--- src/rtl/handshake_sink_check.sv ---
// Valid/ready sink that counts accepted tokens and checks each one against EXPECTED.
// Optional macro HANDSHAKE_SINK_STALL_EN inserts STALL_CYCLES of back-pressure after each non-final accept.
module handshake_sink_check #(
  parameter int DATA_WIDTH    = 32,
  parameter     EXPECTED      = 0,
  parameter int EXPECT_TOKENS = 16,
  parameter int CNT_WIDTH     = 16,
  parameter int STALL_CYCLES  = 2
) (
  input  logic                  clk,
  input  logic                  rst,
  input  logic [DATA_WIDTH-1:0] ins,
  input  logic                  ins_valid,
  output logic                  ins_ready,
  output logic [CNT_WIDTH-1:0]  tok_count,
  output logic [CNT_WIDTH-1:0]  err_count,
  output logic                  err,
  output logic [DATA_WIDTH-1:0] first_bad,
  output logic                  done
);

  localparam logic [DATA_WIDTH-1:0] EXP_VAL  = DATA_WIDTH'(EXPECTED);
  localparam logic [CNT_WIDTH-1:0]  LAST_TOK = CNT_WIDTH'(EXPECT_TOKENS - 1);
  localparam logic [CNT_WIDTH-1:0]  CNT_MAX  = {CNT_WIDTH{1'b1}};

  typedef enum logic [1:0] {
    S_RUN   = 2'd0,
`ifdef HANDSHAKE_SINK_STALL_EN
    S_STALL = 2'd1,
`endif
    S_DONE  = 2'd2
  } state_e;

  state_e                state_q, state_d;
  logic                  ins_ready_q, ins_ready_d;
  logic [CNT_WIDTH-1:0]  tok_count_q, tok_count_d;
  logic [CNT_WIDTH-1:0]  err_count_q, err_count_d;
  logic                  err_q, err_d;
  logic [DATA_WIDTH-1:0] first_bad_q, first_bad_d;
  logic                  done_q, done_d;
  logic                  accept;
  logic                  mismatch;

`ifdef HANDSHAKE_SINK_STALL_EN
  logic [7:0]            stall_cnt_q, stall_cnt_d;
`else
  localparam int unused_stall_cycles = STALL_CYCLES;
`endif

  // ready is only ever high in RUN, so accepts cannot happen in STALL or DONE
  assign accept   = ins_valid && ins_ready_q;
  assign mismatch = accept && (ins != EXP_VAL);

  always_comb begin
    // NOTE: every _d takes its hold value first so no path through this block infers a latch.
    state_d     = state_q;
    ins_ready_d = ins_ready_q;
    tok_count_d = tok_count_q;
    err_count_d = err_count_q;
    err_d       = err_q;
    first_bad_d = first_bad_q;
    done_d      = done_q;
`ifdef HANDSHAKE_SINK_STALL_EN
    stall_cnt_d = stall_cnt_q;
`endif

    if (accept && (tok_count_q != CNT_MAX)) tok_count_d = tok_count_q + CNT_WIDTH'(1);

    if (mismatch) begin
      if (err_count_q != CNT_MAX) err_count_d = err_count_q + CNT_WIDTH'(1);
      // first_bad is frozen once err is set
      if (!err_q) begin
        err_d       = 1'b1;
        first_bad_d = ins;
      end
    end

    case (state_q)
      S_RUN: begin
        ins_ready_d = 1'b1;
        if (accept) begin
          if (tok_count_q == LAST_TOK) begin
            state_d     = S_DONE;
            ins_ready_d = 1'b0;
            done_d      = 1'b1;
          end
`ifdef HANDSHAKE_SINK_STALL_EN
          else begin
            state_d     = S_STALL;
            ins_ready_d = 1'b0;
            stall_cnt_d = 8'(STALL_CYCLES);
          end
`endif
        end
      end
`ifdef HANDSHAKE_SINK_STALL_EN
      S_STALL: begin
        ins_ready_d = 1'b0;
        stall_cnt_d = stall_cnt_q - 8'd1;
        if (stall_cnt_q == 8'd1) begin
          state_d     = S_RUN;
          ins_ready_d = 1'b1;
        end
      end
`endif
      S_DONE: begin
        ins_ready_d = 1'b0;
        done_d      = 1'b1;
      end
      default: begin
        state_d     = S_RUN;
        ins_ready_d = 1'b0;
      end
    endcase
  end

  // NOTE: state uses non-blocking assignments so every flop samples the pre-edge values.
  always_ff @(posedge clk or posedge rst) begin
    if (rst) begin
      state_q     <= S_RUN;
      ins_ready_q <= 1'b0;
      tok_count_q <= '0;
      err_count_q <= '0;
      err_q       <= 1'b0;
      first_bad_q <= '0;
      done_q      <= 1'b0;
`ifdef HANDSHAKE_SINK_STALL_EN
      stall_cnt_q <= '0;
`endif
    end else begin
      state_q     <= state_d;
      ins_ready_q <= ins_ready_d;
      tok_count_q <= tok_count_d;
      err_count_q <= err_count_d;
      err_q       <= err_d;
      first_bad_q <= first_bad_d;
      done_q      <= done_d;
`ifdef HANDSHAKE_SINK_STALL_EN
      stall_cnt_q <= stall_cnt_d;
`endif
    end
  end

  assign ins_ready = ins_ready_q;
  assign tok_count = tok_count_q;
  assign err_count = err_count_q;
  assign err       = err_q;
  assign first_bad = first_bad_q;
  assign done      = done_q;

endmodule
--- config.mk ---
export PLATFORM = sky130hd
export DESIGN_NAME = handshake_sink_check
export DESIGN_NICKNAME = d
export VERILOG_FILES = /design/src/rtl/handshake_sink_check.sv
export SDC_FILE = /design/constraint.sdc
export NUM_CORES = 1
export LEC_CHECK = 0
export BUFFER_PORTS_ARGS = -buffer_cell sky130_fd_sc_hd__buf_2
export CORE_MARGIN = 3
export CORE_UTILIZATION = 30
export DETAILED_ROUTE_END_ITERATION = 8
export PLACE_DENSITY_LB_ADDON = 0.05
export SYNTH_ARGS = -nofsm -noshare
export SYNTH_HDL_FRONTEND = slang
export SYNTH_SLANG_ARGS = --single-unit
--- constraint.sdc ---
create_clock -name clk -period 2.5 [get_ports clk]
set_input_delay 0.25 -clock clk [delete_from_list [all_inputs] [get_ports clk]]
set_output_delay 0.25 -clock clk [all_outputs]
set_load 0.01 [all_outputs]
* Yosys cells after proc, flatten, opt, wreduce, memory -nomap -nowiden
Index checks and enable logic that the tools add are counted.
Operators by class: $lt $le $gt $ge 0, div/mod/pow operators 0, add/subtract/negate cells 2, eq/ne operators 6, reduce and logical (&&, ||, !) cells 10, shift-type cells 0, bitwise logic cells 2, muxes and demuxes 9, $mul 0
Operators with widths (number):
- adder 16 x 1 -> 16 bit, second input constant | 2
- != test 16 bit, second input constant | 2
- nonzero test 32 bit | 1
- equality test 16 x 4 -> 1 bit, second input constant | 1
- AND reduction 3 bit | 2
- two-way mux 1 bit | 5
- two-way mux 2 bit | 2
- != test 2 bit, second input constant | 2
- one-hot mux 2 bit (2 select lines) | 1
- AND reduction 2 bit | 2
- logical AND 1 bit | 3
- equality test 2 bit, second input constant | 1
- zero test 2 bit | 1
- NOT 1 bit | 2
- one-hot mux 1 bit (2 select lines) | 1
- nonzero test 2 bit | 1
Storage, ports and cells: logic and storage cells 36, flip-flop bits (word level) 69, output and inout bits 67, memory bits (read-only) 0, RAM bits 0, bits in latches 0, memories kept 0

* Longest topological paths before layout
Gate-level depths: netlist of run 1.
depth after elaboration 4, depth in mapped cells 7, mapped depth without buffers 6

* Least setup slack after synthesis of run 1
No wires, ideal clock.
path type input port to flip-flop, start input port ins[17], end register first_bad_q[0], in the netlist first_bad[0], path slack 0.793 ns, setup time 0.125 ns, arrival 1.582 ns, stages 7, cell sequence nor4_1 > nand4_1 > o21bai_4 > or2_1 > buf_6 > buf_12 > mux2_4
Between the ends: word-level cells in the longest chain between the ends 3
RTL lines:
- start, declared | RTL line 12 | input logic [DATA_WIDTH-1:0] ins,
- nonzero test 32 bit | RTL line 52 | assign mismatch = accept && (ins != EXP_VAL);
- logical AND 1 bit | RTL line 52
- AND reduction 2 bit (no source line)
- end signal, assigned | RTL line 136 | first_bad_q <= first_bad_d;
- end, declared | RTL line 39 | logic [DATA_WIDTH-1:0] first_bad_q, first_bad_d;
No other way between the ends. A chain may end at the register's enable or synchronous reset.

* Worst setup path in the final report of run 1
start register tok_count_q[5], in the netlist tok_count[5], end register tok_count_q[8], in the netlist tok_count[8]
Between the ends: word-level cells in the longest chain between the ends 2, elaborated cells on any way between the ends 3, classes of those cells add/sub: 1; eq/ne: 1; reduce/logical: 1
RTL lines:
- start, declared | RTL line 36 | logic [CNT_WIDTH-1:0] tok_count_q, tok_count_d;
- start signal, assigned | RTL line 133 | tok_count_q <= tok_count_d;
- parallel branches: the longest is 2 deep, another holds adder 16 x 1 -> 16 bit
Parallel ways; which one is timed is not known.

==> flow_summary.ini, run 1 <==
[status]
outcome = finished, final reports clean

[critical_path]
r2r-end = tok_count[8]
path_class = flip-flop to flip-flop
reg2regPathDepth = 5
r2r-start = tok_count[5]
startpoint_type = flip-flop
critPathLaunch = tok_count[5]
required_ns = 2.71
max_stage_delay_ns = 0.52
slowest_stage = o21bai_1
worst-r2r-setup-slack_ns = 0.55
arrival_ns = 2.16
path_max_fanout = 7
end_kind = flip-flop
path_cells = and4_1 -> nand3_1 -> o21bai_1 -> nor3_1 -> xor2_1

[detailed_routing]
viasPerCell = 4.64
drc_errors = 0
drt_pass1_iterations = 4
wl_mm = 7.29
wire_per_inst_um = 15.1
vias = 2235
postRouteAntennaNets = 0
drtIter0Drc = 87

[placement]
place_congestion = 0.733
hpwlAfterDp_mm = 5.21
placement.io_buffers = 101
placed_cells_incl_taps = 465
post-place-ws_ns = 0.417

[cts]
cts_sinks = 68
cts_tree = yes
clk_pin_slew_worst_paths_ns = 0.08
ctsResizeCount = 0
post_cts_buffers = 0
clockBufferDepth = 2
cts_made_buffers = 9
cts_htree_levels = 3
cts-root-buf = clkbuf_8
insertion_delay_ns = 0.34

[floorplanning]
initial_utilization = 0.312
num_rows = 36
io_pins = 102
dieArea_um2 = 11600
coreArea_um2 = 9910
dieWidth_um = 107
die_y_um = 107

[logic_synthesis]
syn_area_um2 = 3090
ys_warn_count = 0
synthTopCellsByCount = dfrtp_1 (68), mux2_4 (30), nor4_1 (18), xor2_1 (18), nand2_1 (14)
synth.most_common_cell = dfrtp_1
syn_nets = 268
synthFlopType = dfrtp_1
avgSynthCellArea_um2 = 13.4
synth_area_leaders = dfrtp_1 (55%), mux2_4 (15%), xor2_1 (5.1%), nor4_1 (3.6%), xnor2_1 (3.1%)
synth_top_area_frac = 0.551
yosys.cell_types.count = 29
ys_ff_latch = 68
synth_seq_area_share = 0.551
synthArstFlopShare = 1.00
synth_edf_count = 0
synth_top_cell_by_area = dfrtp_1
synthCells = 231

[worst_hold_path]
hold-path-cell-count = 2
min_path_type = input port to flip-flop
hp-start = ins[12]
hold_end = first_bad[12]

[sta]
relSlewSlack = 0.568
tightest_slew_ns = 0.645
setup_ws_ns = 0.549
period_needed_ns = 1.95
hold_viol = 0
finalClockSkew_ns = 0.00999
tns_ns = 0
finalCritPeriodShare = 0.780
rsz0062_at_grt = false
slew_viol_final = 0
setup_violations = 0
clock.fmax_ghz = 0.513

[power]
total_leakage_power_nw = 2.08
power_density_nw_per_um2 = 749
power_frac_clock = 0.293
p_comb_frac = 0.219
p_switching_w = 0.000906
peakVddDrop_v = 0.000436
power_frac_seq = 0.489
sw_frac_of_total = 0.307
p_int_w = 0.00205

[final_layout]
nNetsFinal = 381
drive_above_1_share = 0.450
diodes = 0
synthToLayoutAreaGrowth_pct = 27.6
instances_no_fill = 482

[global_route]
grt_usage = 0.132
antenna_found_initial = 0
grt_overflow = 0
grt_pass1_vias = 2227
grt_start_max_net_pins = 69
grt_first_pass_wirelength_mm = 12.0

[run]
drv_cap = 0
==> power groups by stage <==
stage          logic, W  registers, W  clock network [W]
2_1_floorplan  0.000301       0.00152                  0
3_3_place_gp   0.000652       0.00147                  0
3_5_place_dp   0.000654       0.00147                  0
4_1_cts        0.000660       0.00145           0.000907
5_1_grt        0.000718       0.00148           0.000953
6_report       0.000646       0.00144           0.000865
==> through the flow <==
step	utilization	area, um^2	hold WS (ns)	power [W]
detailed placement	0.378	3750	0.364	0.00212
floorplan	-	3090	0.399	0.00182
global placement	0.378	3750	0.364	0.00212
CTS	0.398	3940	0.144	0.00301
global route	0.398	3940	0.139	0.00315
finish	0.398	3940	0.163	0.00295
==> final cells by class <==
type | instances | area (um^2)
Clock inverter | 5 | 52.6
Multi-Input combinational cell | 152 | 1290
Timing Repair Buffer | 107 | 578
Inverter | 6 | 22.5
Clock buffer | 11 | 131
Sequential cell | 68 | 1700
Fill cell | 1018 | 5970
Tap cell | 133 | 166
==> metal layers <==
layer | GRT usage | share of wire | vias to the layer above | wire length, um
met2 | 0.198 | 0.45 | 78 | 3260
li1 | - | - | 1059 | -
met4 | 0.0352 | 0.010 | 0 | 74
met1 | 0.183 | 0.47 | 1089 | 3430
met3 | 0.0426 | 0.071 | 9 | 521
met5 | 0 | 0 | - | 0
==> sequential cells by signal (all words and copies together) (netlist names) <==
register	flops
err	1
err_count	16
tok_count	16
first_bad	32
done	1
ins_ready	1
state_q	1
==> cells in the final DEF, fill, tap and decap left out, drive strengths merged <==
cell	n
or4	1
xor2	18
buf	106
ha	2
nor4	18
o21bai	2
mux2i	1
clkinv	3
dfrtp	68
a41oi	2
nand2b	2
clkinvlp	1
o21ai	1
nand2	14
bufinv	1
nor3b	2
nor3	9
mux2	33
or2	1
clkbuf	11
dlygate4sd3	1
o211ai	2
nand4	6
nor2	7
nand3	12
and4	5
and3	3
inv	6
xnor2	11
==> cell families after synthesis <==
| logic type | Yosys count | share of synthesized area |
|---|---|---|
| and+or+nand+nor | 80 | 0.147 |
| DFF | 68 | 0.551 |
| adders and majority gates | 2 | 0.00810 |
| muxes | 34 | 0.160 |
| AOI/OAI and AO/OA | 7 | 0.0206 |
| buffers and inverters | 11 | 0.0320 |
| xor gates and xnor gates | 29 | 0.0822 |
==> critical path, delay by kind of cell, from the launching register on <==
| kind | cells | cell delay (ns) |
|---|---|---|
| AO/OA/AOI/OAI | 1 | 0.52 |
| XOR/XNOR | 1 | 0.16 |
| flip-flops | 1 | 0.47 |
| AND/OR/NAND/NOR | 3 | 0.68 |
==> worst max-delay path by stage <==
stage                          endpoint
final                      tok_count[8]
after global routing      tok_count[15]
after CTS                  err_count[9]
after detailed placement  first_bad[31]
after global placement    first_bad[30]
after floorplan                    done
==> repair_timing <==
action | CTS | global route
hold endpoints to repair | 50 | 0
hold buffers | 1 | 0
setup endpoints to repair | 0 | 0
(Power assumes the default switching activity.)
==> run 2: changes to the inputs <==
==> constraint.sdc (replaced) <==
create_clock -name clk -period 1.6 [get_ports clk]
set_input_delay 0.16 -clock clk [delete_from_list [all_inputs] [get_ports clk]]
set_output_delay 0.16 -clock clk [all_outputs]
set_load 0.01 [all_outputs]
==> flow_summary.ini, run 2 (same netlist as run 1, synthesis figures left out) <==
[placement]
hpwlAfterDp_mm = 5.90
place_congestion = 0.750
placement.io_buffers = 101
placed_area_um2 = 4410

[floorplanning]
coreArea_um2 = 9910
io_pins = 102
dieArea_um2 = 11600
dieWidth_um = 107
initial_utilization = 0.312
die_y_um = 107
num_rows = 36

[worst_hold_path]
hp-start = ins[25]
hold-path-cell-count = 2
min_path_type = input port to flip-flop

[critical_path]
critPathLaunch = ins_ready
path_depth = 5
r2r-start = ins_ready
required_ns = 1.82
path_cells = nand2_2 -> o21bai_4 -> or2_4 -> buf_4 -> mux2_4
cp.buffers_inverters = 1
max_stage_delay_ns = 0.38
path_class = flip-flop to flip-flop
cpLargestDelayFamily = simple AND/OR/NAND/NOR gates
arrival_ns = 1.76
slowest_stage = dfrtp_1
startpoint_type = flip-flop
reg2regPathDepth = 5
end_kind = flip-flop
path_max_fanout = 6

[sta]
finalClockSkew_ns = 0.00737
tightest_slew_ns = 0.371
slew_viol_final = 0
clock.fmax_ghz = 0.648
setup_violations = 0
period_needed_ns = 1.54
rsz0062_at_grt = true
hold_viol = 0
finalCritPeriodShare = 0.965
relSlewSlack = 0.750

[power]
power_w = 0.00505
peakVddDrop_v = 0.000728
total_leakage_power_nw = 2.50
power_density_nw_per_um2 = 1050

[cts]
cts-root-buf = clkbuf_8
cts_tree = yes
insertion_delay_ns = 0.34
clk_pin_slew_worst_paths_ns = 0.07
cts_sinks = 68
cts_htree_levels = 3
clockBufferDepth = 2
cts_made_buffers = 9

[global_route]
antenna_found_initial = 0
grt_overflow = 0
grt_first_pass_wirelength_mm = 12.8
grt_pass1_vias = 2432
grt_usage = 0.142
grt_start_max_net_pins = 69

[detailed_routing]
viasPerCell = 4.40
wire_per_inst_um = 14.2
postRouteAntennaNets = 0
drt_pass1_iterations = 4
wl_mm = 8.01
drtIter0Drc = 65
vias = 2480
drc_errors = 0

[final_layout]
final_cell_area_um2 = 4790
synthToLayoutAreaGrowth_pct = 55.0
final_cell_mix = buf_2 (101), buf_4 (82), dfrtp_1 (68)
diodes = 0
final_common_cell = buf_2
multi_input_area_um2 = 1500
drive_above_1_share = 0.631
nNetsFinal = 464
seqCellArea_um2 = 1700
largest_reg_flops = 32
nFillCells = 956

[run]
drv_cap = 0

[status]
outcome = finished, final reports clean
## run 2: cell count changes in the layout (fill, tap and decap cells not counted), sizes merged
| cell | before | now |
|---|---|---|
| bufinv | 1 | 0 |
| clkinvlp | 1 | 3 |
| inv | 6 | 5 |
| clkinv | 3 | 2 |
| buf | 106 | 189 |
## run 2: layout make-up
cell class | count | area share
well taps | 133 | 0.0347
multi-input cells | 152 | 0.312
clock inverters | 4 | 0.00522
clock buffers | 11 | 0.0316
inverters | 6 | 0.00548
repair buffers | 190 | 0.256
flip-flops and latches | 68 | 0.355
## run 2: metal layers
metal  vias up  wire, um  GRT usage
met2        74      3550      0.199
met4         0        93     0.0514
met1      1172      3890      0.212
li1       1227         -          -
met5         -         0          0
met3         7       480     0.0312
## run 2: metrics by stage
step / hold WS, ns / util / instances / TNS [ns] / setup slack (ns)
after floorplan: 0.309 / - / 231 / -0.389 / -0.0524
after global placement: 0.298 / 0.445 / 542 / -9.37 / -0.250
after detailed placement: 0.302 / 0.445 / 542 / -9.14 / -0.264
after CTS: 0.0521 / 0.468 / 561 / 0 / 0.0168
after global routing: 0.0537 / 0.483 / 564 / -0.0824 / -0.0357
final: 0.0784 / 0.483 / 564 / 0 / 0.0563
## run 2: report_power, final
part / switching (W) / internal (W) / leakage, nW
Combinational: 0.000729 / 0.000890 / 1.57
Clock: 0.000644 / 0.000633 / 0.0872
Sequential: 0.000178 / 0.00198 / 0.850
## run 2: path summary, 6_finish.rpt
path,end,slack (ns)
worst max-delay path,first_bad[17],0.06
worst min-delay path,first_bad[25],0.08
worst max register to register,first_bad[17],0.06
worst min register to register,ins_ready,0.45
max in group asynchronous,err_count[7],0.84
min in group asynchronous,tok_count[3],0.47
## run 2: what timing repair did
action	in CTS	in global routing
endpoints found under the setup margin	46	29
hold buffers	1	0
endpoints found under the hold margin	68	0
gates resized for setup	5	26
pin swaps	2	9
buffers inserted	3	3
==> run 3: changes to the inputs <==
==> constraint.sdc (replaced) <==
create_clock -name clk -period 1.9 [get_ports clk]
set_input_delay 0.19 -clock clk [delete_from_list [all_inputs] [get_ports clk]]
set_output_delay 0.19 -clock clk [all_outputs]
set_load 0.01 [all_outputs]
==> flow_summary.ini, run 3 (same netlist as run 1, synthesis figures left out) <==
[status]
outcome = finished, final reports clean

[sta]
finalCritPeriodShare = 0.911
tightest_slew_ns = 0.554
clock.fmax_ghz = 0.578
finalClockSkew_ns = 0.00858
relSlewSlack = 0.630
hold_viol = 0
setup_violations = 0
rsz0062_at_grt = false
slew_viol_final = 0
setup_ws_ns = 0.170
period_needed_ns = 1.73
tns_ns = 0
whs_ns = 0.0998

[floorplanning]
io_pins = 102
dieArea_um2 = 11600
coreArea_um2 = 9910
dieWidth_um = 107
num_rows = 36
die_y_um = 107
initial_utilization = 0.312

[worst_hold_path]
min_path_type = input port to flip-flop
hp-start = ins[24]

[critical_path]
cp.buffers_inverters = 1
startpoint_type = flip-flop
required_ns = 2.11
r2r-start = tok_count[1]
cpLargestDelayFamily = simple AND/OR/NAND/NOR gates
critPathLaunch = tok_count[1]
slowest_stage = dfrtp_1
arrival_ns = 1.94
path_max_fanout = 5
end_kind = flip-flop
path_class = flip-flop to flip-flop
path_cells = ha_1 -> and4_1 -> nand3_1 -> o21ai_1 -> buf_4 -> nor3_1 -> xor2_1
max_stage_delay_ns = 0.39

[cts]
insertion_delay_ns = 0.34
cts_htree_levels = 3
clockBufferDepth = 2
clk_pin_slew_worst_paths_ns = 0.08
cts_sinks = 68
cts-root-buf = clkbuf_8
cts_tree = yes
cts_made_buffers = 9

[final_layout]
largest_reg_flops = 32
final_cell_area_um2 = 4110
diodes = 0
drive_above_1_share = 0.482
final_cell_mix = buf_2 (101), dfrtp_1 (68), mux2_4 (30)
nNetsFinal = 395
final_common_cell = buf_2
synthToLayoutAreaGrowth_pct = 32.8

[detailed_routing]
drtIter0Drc = 68
drt_pass1_iterations = 4
viasPerCell = 4.57
wl_mm = 7.55
drc_errors = 0
postRouteAntennaNets = 0
vias = 2265
wire_per_inst_um = 15.2

[global_route]
grt_first_pass_wirelength_mm = 12.4
antenna_found_initial = 0
grt_start_max_net_pins = 31
grt_pass1_vias = 2297
grt_overflow = 0
grt_usage = 0.138

[placement]
placement.io_buffers = 101
post-place-ws_ns = -0.0330
place_congestion = 0.756
placed_area_um2 = 3870
hpwlAfterDp_mm = 5.62

[power]
peakVddDrop_v = 0.000522
power_density_nw_per_um2 = 1010
total_leakage_power_nw = 2.17

[run]
drv_cap = 0
## run 3: worst paths after layout
path / to / cells after the start / slack, ns
worst max-delay path: tok_count[13] / 7 / 0.17
worst min-delay path: first_bad[24] / 2 / 0.1
worst max register to register: tok_count[13] / 7 / 0.17
worst min register to register: ins_ready / 1 / 0.46
max in group asynchronous: first_bad[15] / 4 / 0.82
min in group asynchronous: first_bad[3] / 3 / 0.46
## run 3: worst reg2reg max path: cells and delay by family (launching register included)
kind / cells / cell delay (ns)
adder cells (fa/ha/maj): 1 / 0.20
flip-flops: 1 / 0.39
XOR/XNOR: 1 / 0.15
buffers and inverters: 1 / 0.17
AO/OA/AOI/OAI: 1 / 0.16
AND/OR/NAND/NOR: 3 / 0.54
## run 3: final cells by class
| type | count | area, um^2 |
|---|---|---|
| flip-flops and latches | 68 | 1700 |
| clock inverters | 7 | 91.3 |
| well taps | 133 | 166 |
| multi-input cells | 152 | 1300 |
| clock buffers | 9 | 124 |
| repair buffers | 121 | 696 |
| inverters | 6 | 26.3 |
| fillers | 1010 | 5800 |
## run 3: power breakdown
| group | internal [W] | switching (W) |
|---|---|---|
| clock | 0.000735 | 0.000576 |
| combinational | 0.000499 | 0.000472 |
| sequential | 0.00167 | 0.000195 |
## run 3: repair_timing
item	4_1_cts	5_1_grt
setup buffers	0	0
resized for setup	0	2
hold endpoints to repair	21	0
endpoints found under the setup margin	0	6
hold buffers	1	0
## run 3: layer usage
metal  GRT usage  part of all wire  vias up
met5           0                 0        -
met4      0.0523            0.0081        0
met3      0.0354             0.058        5
met2       0.202              0.45       72
met1       0.193              0.48     1096
li1            -                 -     1092
## run 3: stage by stage
step	utilization	std cells	power, W
floorplan	-	231	0.00239
CTS	0.413	496	0.00422
detailed placement	0.391	479	0.00288
global route	0.414	496	0.00442
finish	0.414	496	0.00414
global placement	0.391	479	0.00287
